==> src/rtl/alu_share_arbiter.sv <==
// Round-robin arbiter sharing one combinational ALU between two valid/ready requesters.
// Each port has a registered result buffer. A port is never granted while its buffer holds an unread result.
module alu_share_arbiter #(
  parameter int              DATA_W  = 32,
  parameter int              OP_W    = 4,
  parameter logic [OP_W-1:0] IDLE_OP = {OP_W{1'b0}}
) (
  input  logic              clk,
  input  logic              reset,
  input  logic              req0_valid_i,
  output logic              req0_ready_o,
  input  logic [OP_W-1:0]   req0_op_i,
  input  logic [DATA_W-1:0] req0_a_i,
  input  logic [DATA_W-1:0] req0_b_i,
  output logic              rsp0_valid_o,
  input  logic              rsp0_ready_i,
  output logic [DATA_W-1:0] rsp0_result_o,
  output logic              rsp0_zero_o,
  input  logic              req1_valid_i,
  output logic              req1_ready_o,
  input  logic [OP_W-1:0]   req1_op_i,
  input  logic [DATA_W-1:0] req1_a_i,
  input  logic [DATA_W-1:0] req1_b_i,
  output logic              rsp1_valid_o,
  input  logic              rsp1_ready_i,
  output logic [DATA_W-1:0] rsp1_result_o,
  output logic              rsp1_zero_o,
  output logic [OP_W-1:0]   alu_op_o,
  output logic [DATA_W-1:0] alu_a_o,
  output logic [DATA_W-1:0] alu_b_o,
  input  logic [DATA_W-1:0] alu_result_i,
  input  logic              alu_zero_i
);

  logic              elig0_s;
  logic              elig1_s;
  logic              grant0_s;
  logic              grant1_s;
  logic              last_grant_r;
  logic              rsp0_valid_r;
  logic              rsp1_valid_r;
  logic [DATA_W-1:0] rsp0_result_r;
  logic [DATA_W-1:0] rsp1_result_r;
  logic              rsp0_zero_r;
  logic              rsp1_zero_r;

  // A port can be served when its buffer is empty or is being drained this cycle.
  assign elig0_s = req0_valid_i & (~rsp0_valid_r | rsp0_ready_i);
  assign elig1_s = req1_valid_i & (~rsp1_valid_r | rsp1_ready_i);

  // Round-robin grant: on a tie, the port that was not granted last time wins.
  always_comb begin
    grant0_s = 1'b0;
    grant1_s = 1'b0;
    if (reset) begin
      grant0_s = 1'b0;
      grant1_s = 1'b0;
    end else if (elig0_s && elig1_s) begin
      grant0_s = last_grant_r;
      grant1_s = ~last_grant_r;
    end else if (elig0_s) begin
      grant0_s = 1'b1;
    end else if (elig1_s) begin
      grant1_s = 1'b1;
    end else begin
      grant0_s = 1'b0;
      grant1_s = 1'b0;
    end
  end

  assign req0_ready_o = grant0_s;
  assign req1_ready_o = grant1_s;

  // Route the granted port's operation to the ALU. When no port is granted, drive a quiet idle op.
  always_comb begin
    alu_op_o = IDLE_OP;
    alu_a_o  = {DATA_W{1'b0}};
    alu_b_o  = {DATA_W{1'b0}};
    case ({grant1_s, grant0_s})
      2'b01: begin
        alu_op_o = req0_op_i;
        alu_a_o  = req0_a_i;
        alu_b_o  = req0_b_i;
      end
      2'b10: begin
        alu_op_o = req1_op_i;
        alu_a_o  = req1_a_i;
        alu_b_o  = req1_b_i;
      end
      default: begin
        alu_op_o = IDLE_OP;
        alu_a_o  = {DATA_W{1'b0}};
        alu_b_o  = {DATA_W{1'b0}};
      end
    endcase
  end

  // Remember the last granted port. Idle cycles leave it unchanged.
  always_ff @(posedge clk or posedge reset) begin
    if (reset) begin
      last_grant_r <= 1'b1;
    end else if (grant0_s) begin
      last_grant_r <= 1'b0;
    end else if (grant1_s) begin
      last_grant_r <= 1'b1;
    end
  end

  // Port 0 response buffer. A new capture wins over a drain in the same cycle.
  always_ff @(posedge clk or posedge reset) begin
    if (reset) begin
      rsp0_valid_r  <= 1'b0;
      rsp0_result_r <= {DATA_W{1'b0}};
      rsp0_zero_r   <= 1'b0;
    end else if (grant0_s) begin
      rsp0_valid_r  <= 1'b1;
      rsp0_result_r <= alu_result_i;
      rsp0_zero_r   <= alu_zero_i;
    end else if (rsp0_ready_i) begin
      rsp0_valid_r  <= 1'b0;
    end
  end

  // Port 1 response buffer, mirroring port 0.
  always_ff @(posedge clk or posedge reset) begin
    if (reset) begin
      rsp1_valid_r  <= 1'b0;
      rsp1_result_r <= {DATA_W{1'b0}};
      rsp1_zero_r   <= 1'b0;
    end else if (grant1_s) begin
      rsp1_valid_r  <= 1'b1;
      rsp1_result_r <= alu_result_i;
      rsp1_zero_r   <= alu_zero_i;
    end else if (rsp1_ready_i) begin
      rsp1_valid_r  <= 1'b0;
    end
  end

  assign rsp0_valid_o  = rsp0_valid_r;
  assign rsp0_result_o = rsp0_result_r;
  assign rsp0_zero_o   = rsp0_zero_r;
  assign rsp1_valid_o  = rsp1_valid_r;
  assign rsp1_result_o = rsp1_result_r;
  assign rsp1_zero_o   = rsp1_zero_r;

endmodule

==> config.mk <==
export PLATFORM = sky130hd
export DESIGN_NAME = alu_share_arbiter
export DESIGN_NICKNAME = d
export VERILOG_FILES = /design/src/rtl/alu_share_arbiter.sv
export SDC_FILE = /design/constraint.sdc
export NUM_CORES = 1
export LEC_CHECK = 0
export ABC_AREA = 0
export ABC_CLOCK_PERIOD_IN_PS = 3100
export CORE_AREA = 2 2 122 124
export CTS_CLUSTER_SIZE = 40
export DETAILED_ROUTE_END_ITERATION = 7
export DIE_AREA = 0 0 124 126
export PLACE_DENSITY_LB_ADDON = 0.2
export SLEW_MARGIN = 40
export SYNTH_ARGS = -nofsm -noshare
export SYNTH_HDL_FRONTEND = slang
export SYNTH_SLANG_ARGS = --single-unit
==> constraint.sdc <==
create_clock -name clk -period 3.1 [get_ports clk]
set_input_delay 0.62 -clock clk [delete_from_list [all_inputs] [get_ports clk]]
set_output_delay 0.62 -clock clk [all_outputs]
set_load 0.05 [all_outputs]
**Yosys cells after proc, flatten, opt, wreduce, memory -nomap -nowiden**

Index checks and enable logic that the tools add are counted.

- Equality and inequality tests: 2
- Multiplexer cells: 16
- Bitwise logic cells: 7
- Reduce and logical (&&, ||, !) cells: 4

Operators by type and width:

| cell | number |
|---|---|
| 32-bit case mux with 2 select lines | 2 |
| 1-bit 2-to-1 mux | 13 |
| 4-bit case mux with 2 select lines | 1 |
| 2-bit nonzero test | 3 |
| 1-bit inverter | 3 |
| 1-bit AND | 2 |
| 2-bit by 1-bit equality test with 1-bit output, second input constant | 1 |
| 2-bit equality test, second input constant | 1 |
| 1-bit bitwise OR | 2 |
| 1-bit logical AND | 1 |

- Register bits: 69
- Input bits: 175
- Output and inout port bits: 138
- Logic and storage cells: 36

**Logic depth before layout (Yosys ltp)**

Gate-level depths: netlist of the first run.

- Word-level depth: 9
- Gate-level depth with buffers: 11
- Mapped depth without buffers: 6

**Least setup slack after synthesis of the first run**

Ideal clock, no wire load.

- Kind: input to output
- Start: in rsp1_ready_i
- End: out alu_a_o[11]
- Data arrival time: 3,318 ps
- Data required time: 2,480 ps
- Path slack: -838 ps
- Stages on the path: 11
- Path buffers: 5
- Cell sequence: nand2b_4 a211o_1 buf_6 buf_8 inv_1 ha_1 clkbuf_1 buf_2 buf_1 a22oi_1 nor2b_1

- Elaborated cells on any way between the ends: 12
- Classes of those cells: eq/ne (2); mux (7); bitwise (2); reduce/logical (1)

RTL lines:

| element | RTL line | source |
|---|---|---|
| start, declared | 25 | `input logic rsp1_ready_i,` |
| 1-bit bitwise OR * | 49 | `assign elig1_s = req1_valid_i & (~rsp1_valid_r \| rsp1_ready_i);` |
| 1-bit AND * | 49 |  |
| 1-bit logical AND * | 58 | `end else if (elig0_s && elig1_s) begin` |
| 1-bit 2-to-1 mux * | 58 |  |
| 1-bit 2-to-1 mux * | 55 | `if (reset) begin` |
| via req0_ready_o | 11 | `output logic req0_ready_o,` |
| 2-bit equality test / 2-bit by 1-bit equality test with 1-bit output (equally long branches) | 79 | `case ({grant1_s, grant0_s})` |
| 32-bit case mux with 2 select lines * | 79 |  |
| end, declared | 29 | `output logic [DATA_W-1:0] alu_a_o,` |

Mark *: on every way through the listed nets, which the timed path passes. The rest lies on a longest branch.

**Final worst setup path of the first run**

- Start: in req1_valid_i
- End: out alu_b_o[17]

- Longest elaborated chain between the ends: 7
- Elaborated cells on any way between the ends: 11
- Classes of those cells: eq/ne (2); mux (7); bitwise (1); reduce/logical (1)

RTL lines:

| element | RTL line | source |
|---|---|---|
| start, declared | 19 | `input logic req1_valid_i,` |
| 1-bit AND * | 49 |  |
| 1-bit 2-to-1 mux | 63 | `end else if (elig1_s) begin` |
| 1-bit 2-to-1 mux | 61 | `end else if (elig0_s) begin` |
| 1-bit 2-to-1 mux | 58 |  |
| 1-bit 2-to-1 mux | 55 |  |
| 2-bit equality test / 2-bit by 1-bit equality test with 1-bit output (equally long branches) | 79 |  |
| 32-bit case mux with 2 select lines * | 79 |  |
| end, declared | 30 | `output logic [DATA_W-1:0] alu_b_o,` |

Every way passes the cells marked *; elsewhere a longest branch is shown, timed or not.

==> results.md, run 1 <==
* Type of the worst setup path: in -> out
* Initial antenna violation count at 1
* Antenna Nets Post-Route at 0
* Yosys reg bits at 69
* RSZ-0062 raised after global routing: yes
* CP max FO at 31
* Synth warn at 0
* Residual overflow from global routing at 0
* CTS tree: done
* Hold WS at 0.4919 ns
* Achievable Freq at 327.6 MHz
* Clock latency at the later pin of the worst-skew pair at 0.33 ns
* Multi-input logic area at 2789 sq um
* Initial Util at 26.91%
* Critical Path RT at 2.48 ns
* Total Routed Length at 16.69 mm
* CP startpoint: req1_valid_i
* Vias post-DR at 3910
* Mean Syn Cell Area at 12.11 sq um
* Initial DRC Count at 99
* Post-Syn Area at 3851 sq um
* DP Worst Slack at -0.2523 ns
* Comb pwr share at 55.4%
* Layout Skew at 0.009211 ns
* Largest net degree at the start of global routing at 35
* Gpl congestion at 0.8946
* Clock Root Buffer: clkbuf_16
* # DRC at 0
* Slew Limit Fails at 0
* Fill cells at 1065
* Final Core Density at 64.40%
* Net Sw Frac at 41.02%
* Worst r2r dst: rsp0_result_o[25]
* Worst R2R Path Depth at 5
* P_leak at 3.548 nW
* Core Box Area at 14310 sq um
* Power, Total at 0.005191 W
* Switching pwr at 0.002129 W
* Vias in the first global route at 4301
* Post-synth top area share at 44.18%
* Hold-fix buffers, CTS at 0
* Critical path startpoint category: input pin
* Worst Setup EP: alu_b_o[17]
* CTS HTree Levels at 3
* Global-route wire length before repair at 24.78 mm
* Area leader, netlist: dfrtp_1
* Status: completed
* Synthesized net count at 496
* Type of destination of the critical path: output port
* Crit path DAT at 2.43 ns
* Clk pwr share at 19.9%
* Synth Instances at 318
* Drt pass-1 iters at 4
* Post-Route Setup TNS at 0 ns
* Die width at 124 um
* Vias per std cell at 4.683
* Synth top area cells: dfrtp_1, a22oi_1, nor2b_1, mux2_2, mux2_4
* Max-cap violation count at 0
* Endpoints failing setup at 0
* Clk buf depth at 2
* Share of cells above drive strength 1 at 50.46%
* CTS buffer count at 9
* Synth cell types at 22
* Die area at 15620 sq um
* Slew of the pin with the lowest slew margin at 0.6246 ns
* Post-synthesis sequential area ratio at 44.87%
* Std-Cell Rows at 44
* Clock slew at reported path FFs at 0.06 ns
* Critical R2R Launch: last_grant_r
* Power Density at 563.2 nW/um^2
* Sequential share of power at 24.7%
* Total GRT Usage at 20.75%
* Peak VDD IR at 0.0004976 V
* Clock sink count at 69
* Final hold vios at 0
* Flop2flop setup slack at 1.19 ns
* Internal at 0.003062 W
* HPWL after detailed placement at 12.20 mm
* Layout Nets at 823
* Number of I/O pins at 313
* Wire per inst at 19.99 um
* Tcrit/Tclk final at 98.46%
* Worst slew margin at 58.36%
* Layout area overhead at 139.3%
* Worst hold path type: reg -> reg
* Final WS setup at 0.04761 ns
* Buffers on Ports at 312
* Die height at 126 um
* Min Tclk post-route at 3.052 ns
* Seq. cell area at 1729 sq um
[power by group through the flow]
stage / clock [W] / sequential [W] / combinational, W
2_1_floorplan: 0 / 0.00214 / 0.000847
3_3_place_gp: 0 / 0.00128 / 0.00272
3_5_place_dp: 0 / 0.00129 / 0.00274
4_1_cts: 0.00105 / 0.00128 / 0.00290
5_1_grt: 0.00110 / 0.00132 / 0.00298
6_report: 0.00103 / 0.00128 / 0.00288
[cell type report]
| type | count | area share [%] |
|---|---|---|
| inverters | 3 | 0.2036 |
| well taps | 184 | 2.498 |
| diodes | 1 | 0.02715 |
| clock inverters | 6 | 0.7737 |
| repair buffers | 346 | 45.00 |
| flip-flops and latches | 69 | 18.76 |
| clock buffers | 10 | 2.484 |
| multi-input cells | 216 | 30.26 |
[flip-flops by register name, summed over array words and instances, names as in the netlist]
register,count
rsp0_result_o,32
rsp0_valid_o,1
rsp0_zero_o,1
rsp1_result_o,32
rsp1_zero_o,1
rsp1_valid_o,1
last_grant_r,1
[per-layer routing]
metal  global-route usage (%)  wire length, um  vias to the layer above
met4                    5.221              354                        0
li1                         -                -                     1800
met1                    24.30             6331                     1922
met2                    36.88             8691                      166
met5                        0                0                        -
met3                    5.978             1312                       22
[cells by family after synthesis]
family | after synthesis | share of synthesized area (%)
flip-flops | 69 | 44.87
AO/OA/AOI/OAI | 70 | 14.04
AND/OR/NAND/NOR | 76 | 12.70
adder cells (fa/ha/maj) | 3 | 0.9748
buffers and inverters | 33 | 5.295
multiplexers | 67 | 22.12
[worst min path at each step]
stage	start	end	slack (ns)	cells after the start
finish	rsp1_result_o[27]	rsp1_result_o[27]	0.49	1
global route	rsp1_result_o[3]	rsp1_result_o[3]	0.52	1
CTS	rsp1_result_o[28]	rsp1_result_o[28]	0.50	1
detailed placement	rsp1_result_o[28]	rsp1_result_o[28]	0.49	1
global placement	rsp1_result_o[28]	rsp1_result_o[28]	0.48	1
floorplan	last_grant_r	last_grant_r	0.61	1
[timing repair]
item	4_1_cts	5_1_grt
endpoints found under the setup margin	68	28
gates cloned	7	0
hold endpoints to repair	0	0
pin swaps	7	3
gates resized for setup	73	5
buffers inserted	8	2
[layout by cell type, fill, tap and decap left out, types with 2 or more instances in the layout]
cell type | synthesis | routed
buf_12 | 2 | 59
buf_16 | 0 | 6
buf_8 | 1 | 3
ha_4 | 0 | 3
dlygate4sd2_1 | 0 | 5
nand2b_4 | 2 | 2
clkbuf_16 | 0 | 9
mux2_4 | 26 | 26
a22oi_1 | 68 | 3
buf_6 | 4 | 12
mux2_1 | 5 | 5
buf_4 | 0 | 23
a22oi_2 | 0 | 65
nor2b_4 | 0 | 65
clkdlybuf4s50_1 | 0 | 237
nand2_1 | 2 | 2
dfrtp_1 | 68 | 67
clkinvlp_4 | 0 | 3
mux2_2 | 36 | 36
nor2b_2 | 1 | 5
[synth_stat cells]
| library cell | number |
|---|---|
| mux2_4 | 26 |
| nand2_1 | 2 |
| ha_1 | 3 |
| and2b_1 | 1 |
| nand2b_1 | 1 |
| mux2_2 | 36 |
| a211o_1 | 1 |
| o211ai_4 | 1 |
| mux2_1 | 5 |
| buf_8 | 1 |
| nor2b_2 | 1 |
| buf_12 | 2 |
| a22oi_1 | 68 |
| dfrtp_1 | 68 |
| buf_1 | 1 |
| buf_6 | 4 |
| nand2b_4 | 2 |
| dfstp_2 | 1 |
| nor2b_1 | 69 |
| inv_1 | 3 |
| buf_2 | 5 |
| clkbuf_1 | 17 |
[worst max-delay path, cell delays in order]
cell           delay [ns]
dlygate4sd2_1        0.25
nor2b_2              0.16
a211o_4              0.37
buf_4                0.15
ha_4                 0.32
buf_12               0.19
nor2b_4              0.16
buf_4                0.19
[per-stage QoR]
step	cells	cell area [sq um]
after floorplan	318	4546
after global placement	802	8293
after detailed placement	802	8293
after CTS	833	9214
after global routing	835	9218
final	835	9218
Power figures use the tool's default switching activity.
==> inputs of run 2 (changes only) <==
- ABC_AREA: 0 -> not set
- ABC_CLOCK_PERIOD_IN_PS: 3100 -> 2750
- CORE_AREA: 2 2 122 124 -> 2 2 120 122
- DIE_AREA: 0 0 124 126 -> 0 0 122 124
- clock period: 3.1 -> 2.75 ns (I/O delays scaled with it)
==> run 2 against run 1 <==
The run now ends with negative setup slack left. Combinational power is 20% higher. Global-route usage is 1.4 points higher. Setup slack worse by 0.20 ns. Critical path depth is 3 higher. Sequential share of layout area is 0.99 points lower. Via count is 6.0% higher. Die area is 3.2% lower. Total power is 18% higher. First-iteration DRC count is 32% higher. Cell count is 2.5% higher. Non-clock buffer count is 27 higher. Largest cell class unchanged.
==> results.md, run 2 (synthesized netlist as in run 1, its figures left out) <==
* Status: complete, but fails checks (was completed)
* Failing checks: negative setup slack
* Largest net degree at the start of global routing at 47 (was 35)
* ANT cells at 0 (was 1)
* Dpl cell area at 8402 sq um (was 8293 sq um)
* Number of I/O pins at 313 (unchanged)
* Slew of the pin with the lowest slew margin at 0.5505 ns (was 0.6246 ns)
* Type of destination of the critical path: output port (unchanged)
* Die area at 15130 sq um (was 15620 sq um)
* Worst r2r dst: rsp1_result_o[10] (was rsp0_result_o[25])
* Worst slew margin at 63.19% (was 58.36%)
* Critical path startpoint category: input pin (unchanged)
* Crit path DAT at 2.35 ns (was 2.43 ns)
* Max-cap violation count at 0 (unchanged)
* Endpoints failing setup at 68 (was 0)
* Final WS setup at -0.1498 ns (was 0.04761 ns)
* Residual overflow from global routing at 0 (unchanged)
* Vias post-DR at 4144 (was 3910)
* Final hold vios at 0 (unchanged)
* Clock Root Buffer: clkbuf_16 (unchanged)
* Critical Path Max Stage Delay at 0.40 ns (was 0.37 ns)
* Total GRT Usage at 22.18% (was 20.75%)
* Gpl congestion at 0.7310 (was 0.8946)
* Share of cells above drive strength 1 at 53.25% (was 50.46%)
* CTS HTree Levels at 3 (unchanged)
* Power Density at 630.4 nW/um^2 (was 563.2 nW/um^2)
* Die width at 122 um (was 124 um)
* # DRC at 0 (unchanged)
* Worst R2R Path Depth at 7 (was 5)
* Vias in the first global route at 4362 (was 4301)
* Core Box Area at 13720 sq um (was 14310 sq um)
* Total Routed Length at 18.73 mm (was 16.69 mm)
* Achievable Freq at 344.9 MHz
* RSZ-0062 raised after global routing: yes (unchanged)
* Clock sink count at 69 (unchanged)
* Critical Path RT at 2.20 ns (was 2.48 ns)
* Slew Limit Fails at 0 (unchanged)
* Vias per std cell at 4.841 (was 4.683)
* Critical path buffers and inverters at 6 (was 4)
* CP max FO at 6 (was 31)
* Antenna Nets Post-Route at 0 (unchanged)
* Clk buf depth at 2 (unchanged)
* Initial DRC Count at 131 (was 99)
* Hold-fix buffers, CTS at 0 (unchanged)
* Die height at 124 um (was 126 um)
* Layout Cells excl Fill at 856 (was 835)
* Power, Total at 0.006139 W (was 0.005191 W)
* Drt pass-1 iters at 4 (unchanged)
* Initial Util at 28.07% (was 26.91%)
* Most frequent cells in the layout: clkdlybuf4s50_1, nor2b_4, a22oi_2 (was clkdlybuf4s50_1, dfrtp_1, nor2b_4, a22oi_2, buf_12)
* Clock slew at reported path FFs at 0.06 ns (about the same)
* CTS tree: done (unchanged)
* Global-route wire length before repair at 25.43 mm (was 24.78 mm)
* Flop2flop setup slack at 0.61 ns (was 1.19 ns)
* Wire per inst at 21.88 um (was 19.99 um)
* Hold WS at 0.3932 ns (was 0.4919 ns)
* Crit-path slowest cell: a211o_4 (unchanged)
* Tcrit/Tclk final at 105.4%
* Peak VDD IR at 0.0005058 V (was 0.0004976 V)
* Crit path cell chain: dlygate4sd2_1, nand2b_4, a211o_4, clkinvlp_4, ha_4, buf_4, buf_8, clkbuf_16, a22oi_2, nor2b_4, buf_6 (was dlygate4sd2_1, nor2b_2, a211o_4, buf_4, ha_4, buf_12, nor2b_4, buf_4)
* HPWL after detailed placement at 12.75 mm (was 12.20 mm)
* CTS buffer count at 9 (unchanged)
* Initial antenna violation count at 0 (was 1)
* Clock latency at the later pin of the worst-skew pair at 0.32 ns (was 0.33 ns)
* Layout area overhead at 152.9% (was 139.3%)
* Min Tclk post-route at 2.900 ns
* Top Family by Delay on Critical Path: buffers and inverters (unchanged)
* Critical R2R Launch: last_grant_r (unchanged)
* Type of the worst setup path: in -> out (unchanged)
* Worst hold path type: in -> async (was reg -> reg)
* Std-Cell Rows at 43 (was 44)
* Buffers on Ports at 312 (unchanged)
* Layout Nets at 850 (was 823)
* Placed insts at 805 (was 802)
* Most common cell after layout, fill and taps aside: clkdlybuf4s50_1 (unchanged)
* P_leak at 3.781 nW (was 3.548 nW)
* Final Cell Area at 9738 sq um (was 9218 sq um)
* Layout Skew at 0.008129 ns (was 0.009211 ns)
==> run 2: changes by cell type in the layout (fill, tap and decap cells not counted), sizes merged <==
cell,change
diode,-1
clkbuf,+8
inv,-2
clkinv,-1
bufbuf,-1
bufinv,+1
buf,+22
dlygate4sd2,-2
clkdlybuf4s15,+1
==> run 2: layer usage <==
| metal | vias to the layer above | global-route usage, % | part of all wire, % | routed length (um) |
|---|---|---|---|---|
| met5 | - | 0 | 0 | 0 |
| met4 | 0 | 4.885 | 1.3 | 240 |
| met3 | 19 | 5.769 | 7.0 | 1311 |
| met2 | 179 | 40.68 | 54 | 10150 |
| met1 | 2082 | 26.00 | 38 | 7029 |
| li1 | 1864 | - | - | - |
==> run 2: what timing repair did <==
item	4_1_cts	5_1_grt
buffers inserted	16	10
resized for setup	101	16
setup endpoints to repair	68	68
cloned	9	8
pin swaps	29	18
==> run 2: worst max-delay path by stage <==
stage / startpoint / endpoint / slack (ns) / cells past startpoint
floorplan: rsp0_valid_o / alu_a_o[20] / -0.22 / 10
global placement: reset / alu_b_o[9] / -0.39 / 10
detailed placement: reset / alu_b_o[9] / -0.40 / 10
CTS: req1_valid_i / alu_a_o[21] / -0.14 / 9
global route: rsp1_ready_i / alu_a_o[17] / -0.19 / 11
finish: rsp1_ready_i / alu_b_o[26] / -0.15 / 11
==> run 2: through the flow <==
stage                     util, %  TNS (ns)  setup slack, ns
final                       70.98    -6.099          -0.1498
after global routing        70.98    -9.861          -0.1935
after CTS                   69.31    -6.169          -0.1413
after detailed placement    61.24    -24.05          -0.4023
after floorplan                 -    -13.78          -0.2174
after global placement      61.24    -23.31          -0.3948
==> run 2: tightest hold or removal path: stages <==
cell   delay [ns]
buf_2        0.11
buf_4        0.13
inv_2        0.38
==> run 2: power breakdown <==
group,leakage [nW],switching [W],internal [W],total [W]
Sequential,0.809,0.000152,0.00129,0.00145
Combinational,2.82,0.00187,0.00160,0.00347
Clock,0.152,0.000413,0.000812,0.00122
Total,3.78,0.00243,0.00370,0.00614
==> run 2: layout make-up <==
class                           count  area, sq um
Multi-Input combinational cell    216         2826
Tap cell                          180        225.2
Sequential cell                    69         1730
Fill cell                         944         3981
Inverter                            3        18.77
Timing Repair Buffer              373         4622
Clock inverter                      4        72.57
Clock buffer                       11        242.7
